[src/rtl/clock_reset_pkg.sv]
// ============================================================================
// Module      : clock_reset_pkg
// Description : Shared state encoding and widths for the reset sequencer.
// Revision    : 1.0 - initial release
// ============================================================================
`default_nettype none

package clock_reset_pkg;

    localparam int SOFT_COUNT_WIDTH = 8;

    typedef enum logic [2:0] {
        ASSERTED = 3'd0,
        SYNC     = 3'd1,
        HOLD     = 3'd2,
        RELEASE  = 3'd3,
        RUN      = 3'd4
    } reset_state_t;

endpackage

`default_nettype wire

[src/rtl/reset_synchronizer.sv]
// ============================================================================
// Module      : reset_synchronizer
// Description : Async-assert / sync-deassert chain fed with a constant 1.
// Revision    : 1.0 - initial release
// ============================================================================
`default_nettype none

module reset_synchronizer #(
    parameter int SYNC_STAGES = 2
) (
    input  logic clock,
    input  logic reset,
    output logic o_sync_arm,
    output logic o_sync_rst_n
);

    logic [SYNC_STAGES-1:0] r_chain;

    always_ff @(posedge clock or negedge reset) begin
        if (!reset) begin
            r_chain <= '0;
        end else begin
            r_chain <= {r_chain[SYNC_STAGES-2:0], 1'b1};
        end
    end

    // o_sync_arm is the D input of the output flop: the sequencer leaves SYNC
    // on the very edge at which the chain output captures its 1.
    assign o_sync_arm   = r_chain[SYNC_STAGES-2];
    assign o_sync_rst_n = r_chain[SYNC_STAGES-1];

endmodule

`default_nettype wire

[src/rtl/reset_sequencer.sv]
// ============================================================================
// Module      : reset_sequencer
// Description : Staggered per-domain reset release with soft-reset support.
// Revision    : 1.0 - initial release
// ============================================================================
`default_nettype none

module reset_sequencer
    import clock_reset_pkg::*;
#(
    parameter int SYNC_STAGES = 2,
    parameter int HOLD_CYCLES = 16,
    parameter int NUM_DOMAINS = 4,
    parameter int STAGE_GAP   = 4
) (
    input  logic                        clock,
    input  logic                        reset,
    input  logic                        soft_reset,
    output logic [NUM_DOMAINS-1:0]      domain_reset_n,
    output logic                        all_released,
    output logic [SOFT_COUNT_WIDTH-1:0] soft_reset_count
);

    localparam int c_MAX_CNT = (HOLD_CYCLES > STAGE_GAP) ? HOLD_CYCLES : STAGE_GAP;
    localparam int c_CNT_W   = $clog2(c_MAX_CNT + 1);

    localparam logic [c_CNT_W-1:0]          c_HOLD_LAST = c_CNT_W'(HOLD_CYCLES - 1);
    localparam logic [c_CNT_W-1:0]          c_GAP_LAST  = c_CNT_W'(STAGE_GAP - 1);
    localparam logic [NUM_DOMAINS-1:0]      c_ALL_ON    = '1;
    localparam logic [SOFT_COUNT_WIDTH-1:0] c_SOFT_MAX  = '1;

    reset_state_t                r_state;
    reset_state_t                w_state_next;
    logic [c_CNT_W-1:0]          r_cnt;
    logic [c_CNT_W-1:0]          w_cnt_next;
    logic [NUM_DOMAINS-1:0]      r_dom;
    logic [NUM_DOMAINS-1:0]      w_dom_next;
    logic [NUM_DOMAINS-1:0]      w_dom_step;
    logic                        r_all;
    logic                        w_all_next;
    logic [SOFT_COUNT_WIDTH-1:0] r_soft;
    logic [SOFT_COUNT_WIDTH-1:0] w_soft_next;
    logic                        w_sync_arm;
    logic                        w_sync_rst_n;

    reset_synchronizer #(
        .SYNC_STAGES (SYNC_STAGES)
    ) u_sync (
        .clock        (clock),
        .reset        (reset),
        .o_sync_arm   (w_sync_arm),
        .o_sync_rst_n (w_sync_rst_n)
    );

    // Domains are released lowest-index first, so the released set is
    // always a contiguous run of ones from bit 0.
    assign w_dom_step = (r_dom << 1) | NUM_DOMAINS'(1);

    always_comb begin
        w_state_next = r_state;
        w_cnt_next   = r_cnt;
        w_dom_next   = r_dom;
        w_all_next   = r_all;
        w_soft_next  = r_soft;

        case (r_state)
            ASSERTED, SYNC: begin
                w_cnt_next   = '0;
                w_state_next = w_sync_arm ? HOLD : SYNC;
            end

            HOLD, RELEASE: begin
                if (r_cnt == ((r_state == HOLD) ? c_HOLD_LAST : c_GAP_LAST)) begin
                    if (w_sync_rst_n) begin
                        w_dom_next = w_dom_step;
                        w_cnt_next = '0;
                        if (w_dom_step == c_ALL_ON) begin
                            w_all_next   = 1'b1;
                            w_state_next = RUN;
                        end else begin
                            w_state_next = RELEASE;
                        end
                    end
                end else begin
                    w_cnt_next = r_cnt + c_CNT_W'(1);
                end
            end

            RUN: begin
                if (soft_reset) begin
                    w_dom_next   = '0;
                    w_all_next   = 1'b0;
                    w_cnt_next   = '0;
                    w_state_next = HOLD;
                    if (r_soft != c_SOFT_MAX) begin
                        w_soft_next = r_soft + SOFT_COUNT_WIDTH'(1);
                    end
                end
            end

            default: begin
                w_state_next = ASSERTED;
                w_cnt_next   = '0;
                w_dom_next   = '0;
                w_all_next   = 1'b0;
            end
        endcase
    end

    always_ff @(posedge clock or negedge reset) begin
        if (!reset) begin
            r_state <= ASSERTED;
            r_cnt   <= '0;
            r_dom   <= '0;
            r_all   <= 1'b0;
            r_soft  <= '0;
        end else begin
            r_state <= w_state_next;
            r_cnt   <= w_cnt_next;
            r_dom   <= w_dom_next;
            r_all   <= w_all_next;
            r_soft  <= w_soft_next;
        end
    end

    assign domain_reset_n   = r_dom;
    assign all_released     = r_all;
    assign soft_reset_count = r_soft;

endmodule

`default_nettype wire

[config.mk]
export PLATFORM = sky130hd
export DESIGN_NAME = reset_sequencer
export DESIGN_NICKNAME = d
export VERILOG_FILES = /design/src/rtl/clock_reset_pkg.sv /design/src/rtl/reset_synchronizer.sv /design/src/rtl/reset_sequencer.sv
export SDC_FILE = /design/constraint.sdc
export NUM_CORES = 1
export LEC_CHECK = 0
export ABC_AREA = 1
export CORE_ASPECT_RATIO = 0.75
export CORE_MARGIN = 2
export CORE_UTILIZATION = 50
export DETAILED_ROUTE_END_ITERATION = 6
export GPL_TIMING_DRIVEN = 0
export PLACE_DENSITY_LB_ADDON = 0.1
export SETUP_SLACK_MARGIN = 0.5
export SYNTH_ARGS = -nofsm -noshare
export SYNTH_HDL_FRONTEND = slang
export SYNTH_SLANG_ARGS = --single-unit
[constraint.sdc]
create_clock -name clock -period 1.9 [get_ports clock]
set_input_delay 0.19 -clock clock [delete_from_list [all_inputs] [get_ports clock]]
set_output_delay 0.19 -clock clock [all_outputs]
set_load 0.1 [all_outputs]
### Yosys cells after proc, flatten, opt, wreduce, memory -nomap -nowiden

Index checks and enable logic that the tools add are counted.

* input port bits: 3
* RAM bits: 0
* bits in latches: 0
* bits in registers: 23
* logic and storage cells: 49
* output and inout bits: 13
* bits in read-only memories: 0
* memories kept: 0

* multiply operators: 0
* reductions and logical operators: 8
* shift-type cells: 0
* eq/ne operators: 12
* bitwise logic cells: 1
* add/subtract/negate cells: 2
* divide/modulo/power cells: 0
* mux-type cells: 20
* $lt $le $gt $ge: 0

Operators with widths (number)
* $mux W4: 4
* $mux W5: 3
* $mux W3: 4
* $pmux W4 S3: 1
* $pmux W5 S2: 1
* $pmux W3 S3: 1
* $add A8 B1 Y8 const B: 1
* $ne A8 B8 Y1 const B: 1
* $eq A3 B2 Y1 const B: 2
* $eq A3 B3 Y1 const B: 2
* $ne A2 B2 Y1 const B: 3
* $reduce_and A3 Y1: 2
* $add A5 B1 Y5 const B: 1
* $eq A5 B4 Y1: 1
* $reduce_and A5 Y1: 1
* $mux W1: 4
* $reduce_and A4 Y1: 1
* $reduce_or A2 Y1: 2
* $eq A3 B1 Y1 const B: 1
* $logic_not A3 Y1: 1
* $ne A3 B2 Y1 const B: 1
* $pmux W1 S3: 1
* $mux W2: 1
* $ne A2 B1 Y1 const B: 1
* other kinds (2): 2

### Longest topological paths before layout

* depth after elaboration: 5
* depth in mapped cells: 8
* gate-level depth less buffers: 8

### Modules after synthesis

Synthesis repeated with hierarchy kept, for this count alone.

* cell total of the unflattened synthesis: 140
* area total of the unflattened synthesis: 1221.2 µm²

Modules (own cells, without submodules)
* reset_sequencer: area an instance 1167.4 µm², times used 1, cells an instance 137
* reset_synchronizer: area an instance 53.8 µm², times used 1, cells an instance 3

### Worst setup path after synthesis

OpenSTA, ideal clock, no wires.

* kind: reg-to-reg
* from: reg r_soft[0] (netlist: soft_reset_count[0])
* to: reg r_soft[0] (netlist: soft_reset_count[0])
* arrival time: 1.914 ns
* period minus slack after synthesis: 2.077 ns
* setup slack: -0.177 ns
* data required time: 1.737 ns
* buffers on the path: 0
* stages on the path, launching flop included: 6
* cell sequence: dfrtp_1 -> ha_1 -> nand2_1 -> nor3_1 -> nor2_4 -> xor2_1

* cells in the longest elaborated chain, start to end: 2

Ends and longest elaborated chain
* from (decl): RTL line reset_sequencer.sv:41 `logic [SOFT_COUNT_WIDTH-1:0] r_soft;`
* from (signal assigned): RTL line reset_sequencer.sv:122 `r_soft <= w_soft_next;`
* branches (longest 2 deep; another with $add A8 B1 Y8)

Parallel ways; which one is timed is not known.
A chain may end at the register's enable or synchronous reset.

### Worst setup path in the final report

* from: reg r_state[2]
* to: reg r_dom[3] (netlist: domain_reset_n[3])

* cells in the longest elaborated chain, start to end: 5

Ends and longest elaborated chain
* from (decl): RTL line reset_sequencer.sv:32 `reset_state_t r_state;`
* from (signal assigned): RTL line reset_sequencer.sv:118 `r_state <= w_state_next;`
* $eq A3 B2 Y1: RTL line reset_sequencer.sv:66, reset_sequencer.sv:73
* $mux W4: RTL line reset_sequencer.sv:73 `if (r_cnt == ((r_state == HOLD) ? c_HOLD_LAST : c_GAP_LAST)) begin`
* $eq A5 B4 Y1: RTL line reset_sequencer.sv:73
* $ne A2 B2 Y1 (no source line)
* $reduce_and A4 Y1 (no source line)
* to (signal assigned): RTL line reset_sequencer.sv:120 `r_dom <= w_dom_next;`
* to (decl): RTL line reset_sequencer.sv:36 `logic [NUM_DOMAINS-1:0] r_dom;`

Parallel ways exist; a longest one is shown, timed or not.

==> impl_metrics.ini <==
[setup_path]
crit_fanout = 6
r2r-end = domain_reset_n[3]
crit_type = flip-flop to flip-flop
crit_slowest_cell = dfrtp_1
ff2ff_setup_slack_ps = 480
slowest_delay_ps = 440
cpMostUsedCell = nand2_1
worst_ep_arrival_time_ps = 1670
worst_ep_required_time_ps = 2150
ff2ff_path_depth = 8
endpoint = domain_reset_n[3]
start_kind = flip-flop
cp-end-kind = flip-flop
timing.rr.start = r_state[2]
worst-path-buf-inv = 2
crit_start = r_state[2]
cp_top_family = simple AND/OR/NAND/NOR gates
crit_cells = 8
cp_cell_sequence = buf_4 > nor2_4 > nand2_1 > nand2_4 > inv_2 > nand3_4 > nand2_1 > o21ai_1

[yosys]
netlist_instances = 135
synth_area_leaders = dfrtp_1 (50%), nand2_1 (12%), nand3_1 (5.6%)
yosys_register_bits = 23
yosys.area.top_type = dfrtp_1
synth_top_area_frac = 0.4995
yosys.cell_types.count = 25
yosysSeqAreaShare = 0.4995
synth_nets = 140
syn_avg_cell_area_um2 = 8.536
ys_warn_count = 0
syn_area_um2 = 1152

[timing]
grt_setup_unrepaired = yes
setup_violations = 0
period_minus_slack_ps = 1415
fin_crit_sh = 0.7449
fin_ws_ps = 484.8
maxSlewHeadroom = 0.3389
finalHoldViolCount = 0
skew_ps = 6.796
tightest_slew_ps = 988.6
tns_ps = 0
max_freq_ghz = 0.7066
drv_slew = 0

[clocking]
cts_buffer_depth = 2
cts.reportedPaths.clkPinSlew_ps = 130
insertion_delay_ps = 320
htree_levels = 1
root_buffer = clkbuf_4
holdBufCountCts = 0
cts_tree = yes
numClockSinks = 23
cts_made_buffers = 3

[layout]
nFillCells = 166
synthToLayoutAreaGrowth_pct = 40.39
fin_nets = 178
utilization = 0.7244
stdcell_area_um2 = 1618
multi_input_area_um2 = 638.1
antenna_cells = 0
final_cells = 197
seqCellArea_um2 = 606.8
layout-drive-gt1-share = 0.4535

[die]
die_height_um = 45.58
die_x_um = 59.44
fp-row-count = 15
dieArea_um2 = 2709
initial_utilization = 0.5160
core_area_um2 = 2233
ioPinCount = 16

[drt]
routed_wl_um = 2633
drt_iter0_markers = 39
route.vias.total = 1024
drtPass1Iterations = 4
drc = 0
antenna_left = 0
via_per_inst = 5.198
wire_per_inst_um = 13.37

[place]
gp_congestion = 0.8105
hpwl_um = 1670
dp_cells = 175
io_buffers = 15
dpl_cell_area_um2 = 1401
dp_worst_setup_slack_ps = 141.2

[power]
leakagePower_nw = 0.8197
ir_drop_mv = 0.9903
power_density_nw_per_um2 = 1269

[global_route]
grt_max_degree = 24
grt_pass1_wl_um = 3995
grt_overflow_total = 0
gr-usage-all-layers = 0.1994
antenna_found_initial = 0
grt_pass1_vias = 916

[flow_run]
max_cap_violations = 0

[outcome]
status = complete, no violations

[min_path]
min_path_type = primary input to async pin
-- synth_stat cells --
cell	count
nand2_1	38
dfrtp_1	23
inv_1	13
nand3_1	13
o21ai_0	8
xor2_1	6
nor2_1	5
inv_2	3
nand2_2	3
nor3_1	3
xnor2_1	3
ha_1	2
nand3_2	2
nand4_1	2
a21oi_1	1
buf_4	1
conb_1	1
nand3b_1	1
nor2_2	1
nor2_4	1
nor3_2	1
nor3b_1	1
o2111ai_1	1
o211ai_1	1
o21ai_1	1
-- worst min path at each step --
stage | cells after the start | to | start | slack (ps)
floorplan | 0 | all_released | reset | -110
global placement | 0 | u_sync.r_chain[1] | u_sync.r_chain[0] | 380
detailed placement | 0 | u_sync.r_chain[1] | u_sync.r_chain[0] | 410
CTS | 0 | u_sync.r_chain[1] | u_sync.r_chain[0] | 440
global route | 0 | u_sync.r_chain[1] | u_sync.r_chain[0] | 450
finish | 1 | soft_reset_count[7] | reset | 390
-- power by group --
| group | internal [mW] | total [mW] | switching [mW] | leakage, nW |
|---|---|---|---|---|
| combinational | 0.356 | 1.10 | 0.745 | 0.533 |
| sequential | 0.613 | 0.717 | 0.104 | 0.269 |
| clock | 0.0789 | 0.235 | 0.156 | 0.0177 |
| total | 1.05 | 2.05 | 1.00 | 0.820 |
-- layout make-up --
class / count / area share
buffer: 1 / 0.006961
clock buffer: 3 / 0.01392
clock inverter: 1 / 0.003094
inverter: 16 / 0.03712
multi-input combinational: 95 / 0.3944
sequential: 23 / 0.3751
tap: 25 / 0.01933
timing repair buffer: 33 / 0.1500
-- metrics by stage --
stage	hold slack, ps	power (mW)
after floorplan	-105.6	1.395
after global placement	383.9	1.572
after detailed placement	405.2	1.597
after CTS	435.0	1.843
after global routing	452.6	2.179
final	394.4	2.053
-- state kept, by name, indices dropped and copies added (netlist names) --
signal	count
r_cnt	5
domain_reset_n	4
soft_reset_count	8
all_released	1
r_state	3
u_sync.r_chain	2
-- metal layers --
layer	vias up	share of wire	track usage
met5	-	0	0
met2	25	0.48	0.3209
li1	506	-	-
met1	489	0.47	0.2744
met4	0	0.015	0.04091
met3	4	0.041	0.05114
-- repair_timing --
action	in CTS	in global routing
pin swaps	3	14
setup buffers	5	13
resized for setup	71	30
endpoints found under the setup margin	27	25
-- worst register-to-register path: stages (launching register included) --
cell and delay, ps:
dfrtp_1 440, buf_4 160, nor2_4 170, nand2_1 150, nand2_4 130, inv_2 80, nand3_4 110, nand2_1 60
o21ai_1 70
-- cells by family after synthesis --
kind of cell	Yosys count	synth area share
compound gates	12	0.05754
xor+xnor	9	0.06841
fa+ha+maj	2	0.02171
buf+inv	17	0.05864
flops	23	0.4995
other cells	1	0.003254
simple gates	71	0.2910
-- layout by cell type (no fill, tap or decap), types with 4 or more instances in the layout --
cell / synthesis / final
nand2_1: 38 / 28
buf_4: 1 / 19
inv_1: 13 / 12
dfrtp_1: 23 / 12
nand3_1: 13 / 11
nand2_2: 3 / 10
buf_2: 0 / 7
dfrtp_4: 0 / 7
o21ai_1: 1 / 6
clkbuf_4: 0 / 6
xor2_1: 6 / 5
inv_2: 3 / 4
nor2_1: 5 / 4
dfrtp_2: 0 / 4
(Power assumes the default switching activity.)
